$ cat config.mk
export PLATFORM = sky130hd
export DESIGN_NAME = tc0480scp_rom_cache
export DESIGN_NICKNAME = d
export VERILOG_FILES = /design/src/rtl/tc0480scp_rom_cache.sv
export SDC_FILE = /design/constraint.sdc
export NUM_CORES = 2
export LEC_CHECK = 0
export CORE_MARGIN = 5
export CORE_UTILIZATION = 30
export CTS_BUF_LIST = sky130_fd_sc_hd__clkbuf_16
export CTS_CLUSTER_DIAMETER = 50
export CTS_CLUSTER_SIZE = 40
export DETAILED_ROUTE_END_ITERATION = 7
export PLACE_DENSITY = 0.45
export SLEW_MARGIN = 40
export SYNTH_ARGS = -nofsm -noshare
export SYNTH_HDL_FRONTEND = slang
export SYNTH_MEMORY_MAX_BITS = 65536
export SYNTH_SLANG_ARGS = --single-unit
$ cat constraint.sdc
create_clock -name clk -period 18.7 [get_ports clk]
set_input_delay 3.74 -clock clk [delete_from_list [all_inputs] [get_ports clk]]
set_output_delay 3.74 -clock clk [all_outputs]
set_load 0.02 [all_outputs]
$ cat src/rtl/tc0480scp_rom_cache.sv
// Direct-mapped 64-bit word cache between the TC0480SCP tile-ROM port and SDRAM.
// Latency: hit acks 2 edges after the rom_req toggle is sampled; miss acks on the edge that sees sdr_ack == sdr_req.
// Backpressure: toggle handshakes on both sides, one request in flight; requests are held (not dropped) during a flush sweep.
module tc0480scp_rom_cache #(
    parameter int INDEX_BITS = 6
) (
    input  logic        clk,
    input  logic        reset,
    input  logic        flush,
    input  logic [22:0] rom_address,
    input  logic        rom_req,
    output logic        rom_ack,
    output logic [63:0] rom_data,
    output logic [22:0] sdr_addr,
    output logic        sdr_req,
    input  logic        sdr_ack,
    input  logic [63:0] sdr_data,
    output logic        busy,
    output logic [15:0] miss_count
);
    localparam int LINES = 1 << INDEX_BITS;
    localparam int TAG_W = 20 - INDEX_BITS;

    typedef enum logic [2:0] {
        FLUSH,
        IDLE,
        LOOKUP,
        COMPARE,
        FILL
    } state_t;

    state_t                  state;
    logic [19:0]             word_q;
    logic [INDEX_BITS-1:0]   sweep_idx;
    logic [LINES-1:0]        valid;
    logic                    flush_pend;
    logic [15:0]             miss_cnt_q;

    logic [63:0]             data_ram [LINES];
    logic [TAG_W-1:0]        tag_ram  [LINES];
    logic [63:0]             ram_dat;
    logic [TAG_W-1:0]        ram_tag;

    logic [INDEX_BITS-1:0]   idx;
    logic [TAG_W-1:0]        tag;
    logic                    sdr_done;
    logic                    fill_wr;
    logic                    hit;
    wire                     unused_low = ^rom_address[2:0];

    assign idx      = word_q[INDEX_BITS-1:0];
    assign tag      = word_q[19 -: TAG_W];
    assign sdr_done = (sdr_ack == sdr_req);
    assign hit      = valid[idx] && (ram_tag == tag);
    // A flush seen during or at the end of a fill still returns the data but must not install the line.
    assign fill_wr  = !reset && (state == FILL) && sdr_done && !flush && !flush_pend;

    assign busy       = (state == FLUSH);
    assign miss_count = miss_cnt_q;

    // Line storage has no reset; the valid flops alone decide whether a line is usable.
    always_ff @(posedge clk) begin
        if (fill_wr) begin
            data_ram[idx] <= sdr_data;
            tag_ram[idx]  <= tag;
        end
        ram_dat <= data_ram[idx];
        ram_tag <= tag_ram[idx];
    end

    always_ff @(posedge clk) begin
        if (reset) begin
            state      <= FLUSH;
            sweep_idx  <= '0;
            valid      <= '0;
            flush_pend <= 1'b0;
            word_q     <= '0;
            rom_ack    <= 1'b0;
            rom_data   <= '0;
            sdr_req    <= 1'b0;
            sdr_addr   <= '0;
            miss_cnt_q <= '0;
        end else if (flush && state != FILL) begin
            // Any lookup in progress is abandoned unacked and retried after the sweep.
            state     <= FLUSH;
            sweep_idx <= '0;
        end else begin
            case (state)
                FLUSH: begin
                    valid[sweep_idx] <= 1'b0;
                    sweep_idx        <= sweep_idx + 1'b1;
                    if (&sweep_idx) begin
                        state <= IDLE;
                    end
                end
                IDLE: begin
                    if (rom_req != rom_ack) begin
                        word_q <= rom_address[22:3];
                        state  <= LOOKUP;
                    end
                end
                LOOKUP: begin
                    state <= COMPARE;
                end
                COMPARE: begin
                    if (hit) begin
                        rom_data <= ram_dat;
                        rom_ack  <= rom_req;
                        state    <= IDLE;
                    end else begin
                        sdr_addr <= {word_q, 3'b000};
                        sdr_req  <= ~sdr_req;
                        if (miss_cnt_q != 16'hFFFF) begin
                            miss_cnt_q <= miss_cnt_q + 16'd1;
                        end
                        state <= FILL;
                    end
                end
                FILL: begin
                    if (flush) begin
                        flush_pend <= 1'b1;
                    end
                    if (sdr_done) begin
                        rom_data <= sdr_data;
                        rom_ack  <= rom_req;
                        if (flush || flush_pend) begin
                            flush_pend <= 1'b0;
                            sweep_idx  <= '0;
                            state      <= FLUSH;
                        end else begin
                            valid[idx] <= 1'b1;
                            state      <= IDLE;
                        end
                    end
                end
                default: begin
                    sweep_idx <= '0;
                    state     <= FLUSH;
                end
            endcase
        end
    end
endmodule

Yosys cells after proc, flatten, opt, wreduce, memory -nomap -nowiden
Memory sizes are Yosys's and may differ from the RTL's. A register that Yosys moved wholly into a read port is not among the register bits.
Cells that the tools add are included.

storage, ports and cells
  flip-flop bits (word level) = 196
  bits in writable memories = 4,992
  input bits = 92
  output and inout port bits = 106
  logic and storage cells = 95
  memories = 2

memory list
  name      depth  bits a word  rd ports  clocked after memory_dff  write ports  line  text
  data_ram  64     64           1         1                         1            39    logic [63:0] data_ram [LINES];
  tag_ram   64     14           1         1                         1            40    logic [TAG_W-1:0] tag_ram [LINES];

operators by class
  $add $sub $neg = 2
  magnitude comparators = 4
  equal/unequal tests = 15
  mux-type cells = 29
  bitwise operators = 7
  reductions and logical operators = 26

operator list
  operator                                                                      number
  64-bit 2-to-1 mux                                                             4
  64-bit case mux with 2 select lines                                           2
  64-bit bitwise AND                                                            1
  64-bit NOT                                                                    1
  64-bit OR                                                                     1
  6-bit case mux with 3 select lines                                            1
  16-bit by 1-bit adder with 16-bit output, second input constant               1
  16-bit != test, second input constant                                         1
  3-bit case mux with 5 select lines                                            1
  14-bit equality test                                                          1
  6-bit by 7-bit less-than comparator with 1-bit output, second input constant  2
  1-bit demux with 6-bit select                                                 2
  6-bit by 1-bit >= comparator with 1-bit output, second input constant         2
  3-bit 2-to-1 mux                                                              4
  6-bit 2-to-1 mux                                                              2
  3-bit AND reduction                                                           4
  4-bit AND reduction                                                           3
  1-bit 2-to-1 mux                                                              11
  1-bit logical AND                                                             8
  2-bit != test, second input constant                                          4
  6-bit by 1-bit adder with 6-bit output, second input constant                 1
  1-bit binary-select mux with 6-bit select                                     1
  3-bit by 2-bit equality test with 1-bit output, second input constant         2
  6-bit AND reduction                                                           1
  15 further kinds                                                              22

Depth between registers and ports, before layout
  depth after elaboration = 8
  depth in mapped cells = 12
  depth with buffers taken out = 7

Worst setup path after synthesis
No wires, ideal clock.

  kind = input to register
  from = input flush
  to = memory data_ram[0][0] (enable)
  setup time = 0.515 ns
  data arrival time = 8.295 ns
  required time = 18.185 ns
  setup slack = 9.889 ns
  stages = 4
  buffers on the path = 1
  cell sequence = buf_1 nor4_1 nand2_1 nor2_1

on the way
  cells in the longest elaborated chain, start to end = 5

ends and longest elaborated chain
  what                                    line  text
  start, declared                         9     input logic flush,
  1-bit logical NOT                       56    assign fill_wr = !reset && (state == FILL) && sdr_done && !flush && !flush_pend;
  1-bit logical AND (2 in a row)          56
  1-bit 2-to-1 mux                        63    if (fill_wr) begin
  1-bit 2-to-1 mux (not written as such)  64    data_ram[idx] <= sdr_data;
  end, declared                           39

No other way between the ends.

Worst setup path in the final report
  from = input sdr_ack
  to = memory data_ram[20][54] (enable)

on the way
  cells in the longest elaborated chain, start to end = 6

ends and longest elaborated chain
  what                                    line  text
  start, declared                         16    input logic sdr_ack,
  1-bit equality test                     53    assign sdr_done = (sdr_ack == sdr_req);
  1-bit logical AND (3 in a row)          56
  1-bit 2-to-1 mux                        63
  1-bit 2-to-1 mux (not written as such)  64

No other way between the ends.

==> qor.csv <==
stage,metric,value,unit
critical_path,crit-path max FO,33,
pwr,NetSw,5020,uW
place,DP Worst Slack,10.27,ns
timing,Fmax,0.134,GHz
pwr,sequential share of power,54.5,%
timing,setup tns final,0,ns
min_path,hold path depth,2,
clock_network,post-CTS sizing,0,
critical_path,WP data arrival,8.11,ns
min_path,Hold EP,rom_data[22],
finish,Fill cells,58702,
clock_network,Post-CTS Hold Fix Bufs,0,
timing,final slew viol count,0,
critical_path,FF-to-FF Start,word_q[0],
status,status,"complete, no violations",
place,number of port buffers,191,
timing,Worst Tran Pin Value,1.02,ns
grt,pin count of the biggest net entering global routing,115,
pwr,Comb power frac,0.8,%
timing,Final Skew,0.0803,ns
logic_synthesis,Post-Syn Area per Cell,18.2,um^2
logic_synthesis,"Top FF cell, synth",edfxtp_1,
clock_network,# Post-CTS Setup Buffers,0,
critical_path,CP Class,input port to flop,
pwr,final total power,23600,uW
timing,Hold Fails Final Rpt,0,
pwr,LEAKAGE,0.0674,uW
place,hpwl dp,380000,um
clock_network,Root Driver,clkbuf_16,
place,Final GP Congestion,0.774,
detailed_routing,Antenna Nets Post-Route,0,
floorplanning,Site Rows,291,
timing,worst hold margin,0.455,ns
floorplanning,core area,628000,um^2
floorplanning,Starting Density,30.1,%
pwr,switching power share of the total,21.3,%
detailed_routing,drc violations,0,
clock_network,maximum level of the CTS H-tree,5,
critical_path,CP endpoint kind,flop,
finish,share of cells above drive strength 1,13.6,%
grt,number of global-route vias before repair,108359,
timing,"Setup violations, final",0,
timing,period utilization,39.9,%
detailed_routing,drt first-iter violations,15084,
finish,Post-layout nets,10854,
finish,"Area growth, synth to finish",16.6,%
min_path,Min-Delay Startpoint,ram_dat[22],
logic_synthesis,Async SR Flop Fraction,0,%
logic_synthesis,"EDFF count, synth",4992,
clock_network,clock buffer depth,4,
pwr,Int Pwr,18600,uW
logic_synthesis,Syn. warnings,0,
critical_path,r2r setup slk,12.41,ns
critical_path,r2r worst-path depth,14,
logic_synthesis,Synth Cell Area,189000,um^2
logic_synthesis,"Distinct cells, synth",76,
clock_network,"CTS clk-pin slew, worst paths",0.08,ns
clock_network,CTS buffer count,481,
critical_path,Worst R2R End,ram_dat[28],
detailed_routing,DR vias/cell,5.72,
floorplanning,DIE AREA,647000,um^2
detailed_routing,Initial DRT Pass Iterations,6,
critical_path,crit start category,input port,
timing,Rel. slew slack,32.2,%
detailed_routing,post-detailed-route wirelength per cell,36.1,um
pwr,PwrDens,107,nW/um^2
timing,RSZ-0062 raised after global routing,no,
grt,GRT Overall Usage,21.0,%
logic_synthesis,#FFs+latches synth,5266,
floorplanning,# IOs,198,
timing,final worst slack,11.24,ns
clock_network,Sink Count,5266,
floorplanning,Die Span Y,804,um
grt,grt ovf,0,
grt,first-pass GRT wire length,949000,um
grt,initial antenna violation count,36,
flow_run,max_cap viols,0,
logic_synthesis,register area share after synthesis,82.1,%
floorplanning,die width,804,um
detailed_routing,DRT Wirelength,705000,um
pwr,clock group share of total power,44.7,%
clock_network,Worst-Skew Late Latency,1.09,ns
clock_network,CTS tree,yes,
finish,final core utilization,35.1,%
logic_synthesis,Post-Syn Instances,10394,
detailed_routing,DR vias,111747,
timing,crit path time final,7.46,ns
critical_path,Worst EP required,19.35,ns
min_path,Hold Crit Class,flop to flop,
pwr,VDD IR max,0.0811,mV
[critical path, cell delays in order]
cell and delay [ns]:
clkdlybuf4s50_1 0.42, xnor2_1 0.32, nand2b_1 0.18, nor4_4 0.50, buf_8 0.23, nand2_2 0.34, nor2_4 0.79, buf_6 0.68
buf_4 0.69
[sequential cells by signal, summed over array words and instances (netlist names), 3 cells and up]
signal      cells
ram_dat        64
sweep_idx       6
state           3
rom_data       64
data_ram     4096
tag_ram       896
miss_count     16
ram_tag        14
valid          64
word_q         20
sdr_addr       20
[cell usage after synthesis (all sizes together), types with 13 or more instances]
| master | n | area share [%] |
|---|---|---|
| o21ai | 30 | 0.079 |
| dfxtp | 274 | 2.9 |
| buf | 170 | 0.41 |
| nor2 | 115 | 0.23 |
| a311oi | 65 | 0.30 |
| a22o | 529 | 2.4 |
| nand3 | 226 | 0.60 |
| nor4 | 39 | 0.13 |
| a31oi | 390 | 1.3 |
| clkbuf | 582 | 1.2 |
| edfxtp | 4992 | 79 |
| a211oi | 56 | 0.22 |
| a221oi | 531 | 2.5 |
| inv | 13 | 0.026 |
| xnor2 | 16 | 0.074 |
| nand4 | 143 | 0.47 |
| a21oi | 326 | 0.86 |
| nor3 | 77 | 0.20 |
| a22oi | 1448 | 5.7 |
| nand2 | 210 | 0.42 |
| a41oi | 21 | 0.097 |
[how the worst max path moves through the flow]
stage,startpoint,slack [ns],endpoint
global route,sdr_ack,11.25,data_ram[20][54]
global placement,sdr_ack,9.06,data_ram[38][36]
detailed placement,sdr_ack,10.27,data_ram[20][63]
floorplan,flush,9.89,data_ram[0][0]
finish,sdr_ack,11.24,data_ram[20][54]
CTS,sdr_ack,11.37,data_ram[20][54]
[cell families (layout without fill, tap and decap cells)]
group,after synthesis,after routing,synth area share [%]
flip-flops,5266,5266,82.1
adder cells (fa/ha/maj),2,2,0.0132
AND/OR/NAND/NOR,877,877,2.32
buffers and inverters,765,1562,1.59
multiplexers,25,25,0.167
XOR/XNOR,20,20,0.0925
AO/OA/AOI/OAI,3438,3438,13.7
other,1,6,0.00198
[per-stage QoR]
| step | cell area [um^2] | std cells |
|---|---|---|
| after floorplan | 189000 | 10396 |
| after global placement | 202000 | 18582 |
| after detailed placement | 203000 | 18620 |
| after CTS | 220000 | 19536 |
| after global routing | 221000 | 19544 |
| final | 221000 | 19546 |
[area by class of cell]
type	instances	area, um^2	share of cell area (%)
Sequential cell	5266	155000	70.4
Tap cell	8350	10400	4.73
Clock inverter	433	4910	2.23
Antenna cell	3	7.51	0.00340
Clock buffer	483	12100	5.48
Multi-Input combinational cell	4365	31700	14.4
Timing Repair Buffer	633	6050	2.74
Inverter	13	48.8	0.0221
[layout by cell type, fill, tap and decap left out, types with 58 or more instances in the layout]
cell type        Yosys  layout
edfxtp_1          4992    4992
a22oi_1           1448    1448
a221oi_1           531     531
a22o_1             529     529
clkbuf_16            0     483
a31oi_1            390     389
buf_4                6     331
a21oi_1            325     323
dfxtp_1            274     250
nand3_1            226     225
nand2_1            210     201
nand4_1            143     143
clkdlybuf4s50_1      0     124
inv_6                0      78
nor3_1              77      72
nor2_4               0      68
buf_6                3      67
a311oi_1            65      65
clkinvlp_4           0      59
bufinv_16            0      58
[power by group through the flow]
stage / registers (uW) / logic, uW / clock network, uW
2_1_floorplan: 13100 / 11.1 / 0
3_3_place_gp: 13100 / 173 / 0
3_5_place_dp: 13100 / 187 / 0
4_1_cts: 12800 / 188 / 10700
5_1_grt: 12800 / 201 / 11200
6_report: 12800 / 189 / 10500
[routing by layer]
layer | global-route usage [%] | routed length (um) | up-vias
met1 | 30.1 | 302000 | 59923
li1 | - | - | 44878
met5 | 0 | 111 | -
met4 | 5.29 | 18800 | 16
met2 | 32.8 | 319000 | 5949
met3 | 4.01 | 64800 | 981
No activity file was read; power rests on OpenSTA's default activity.
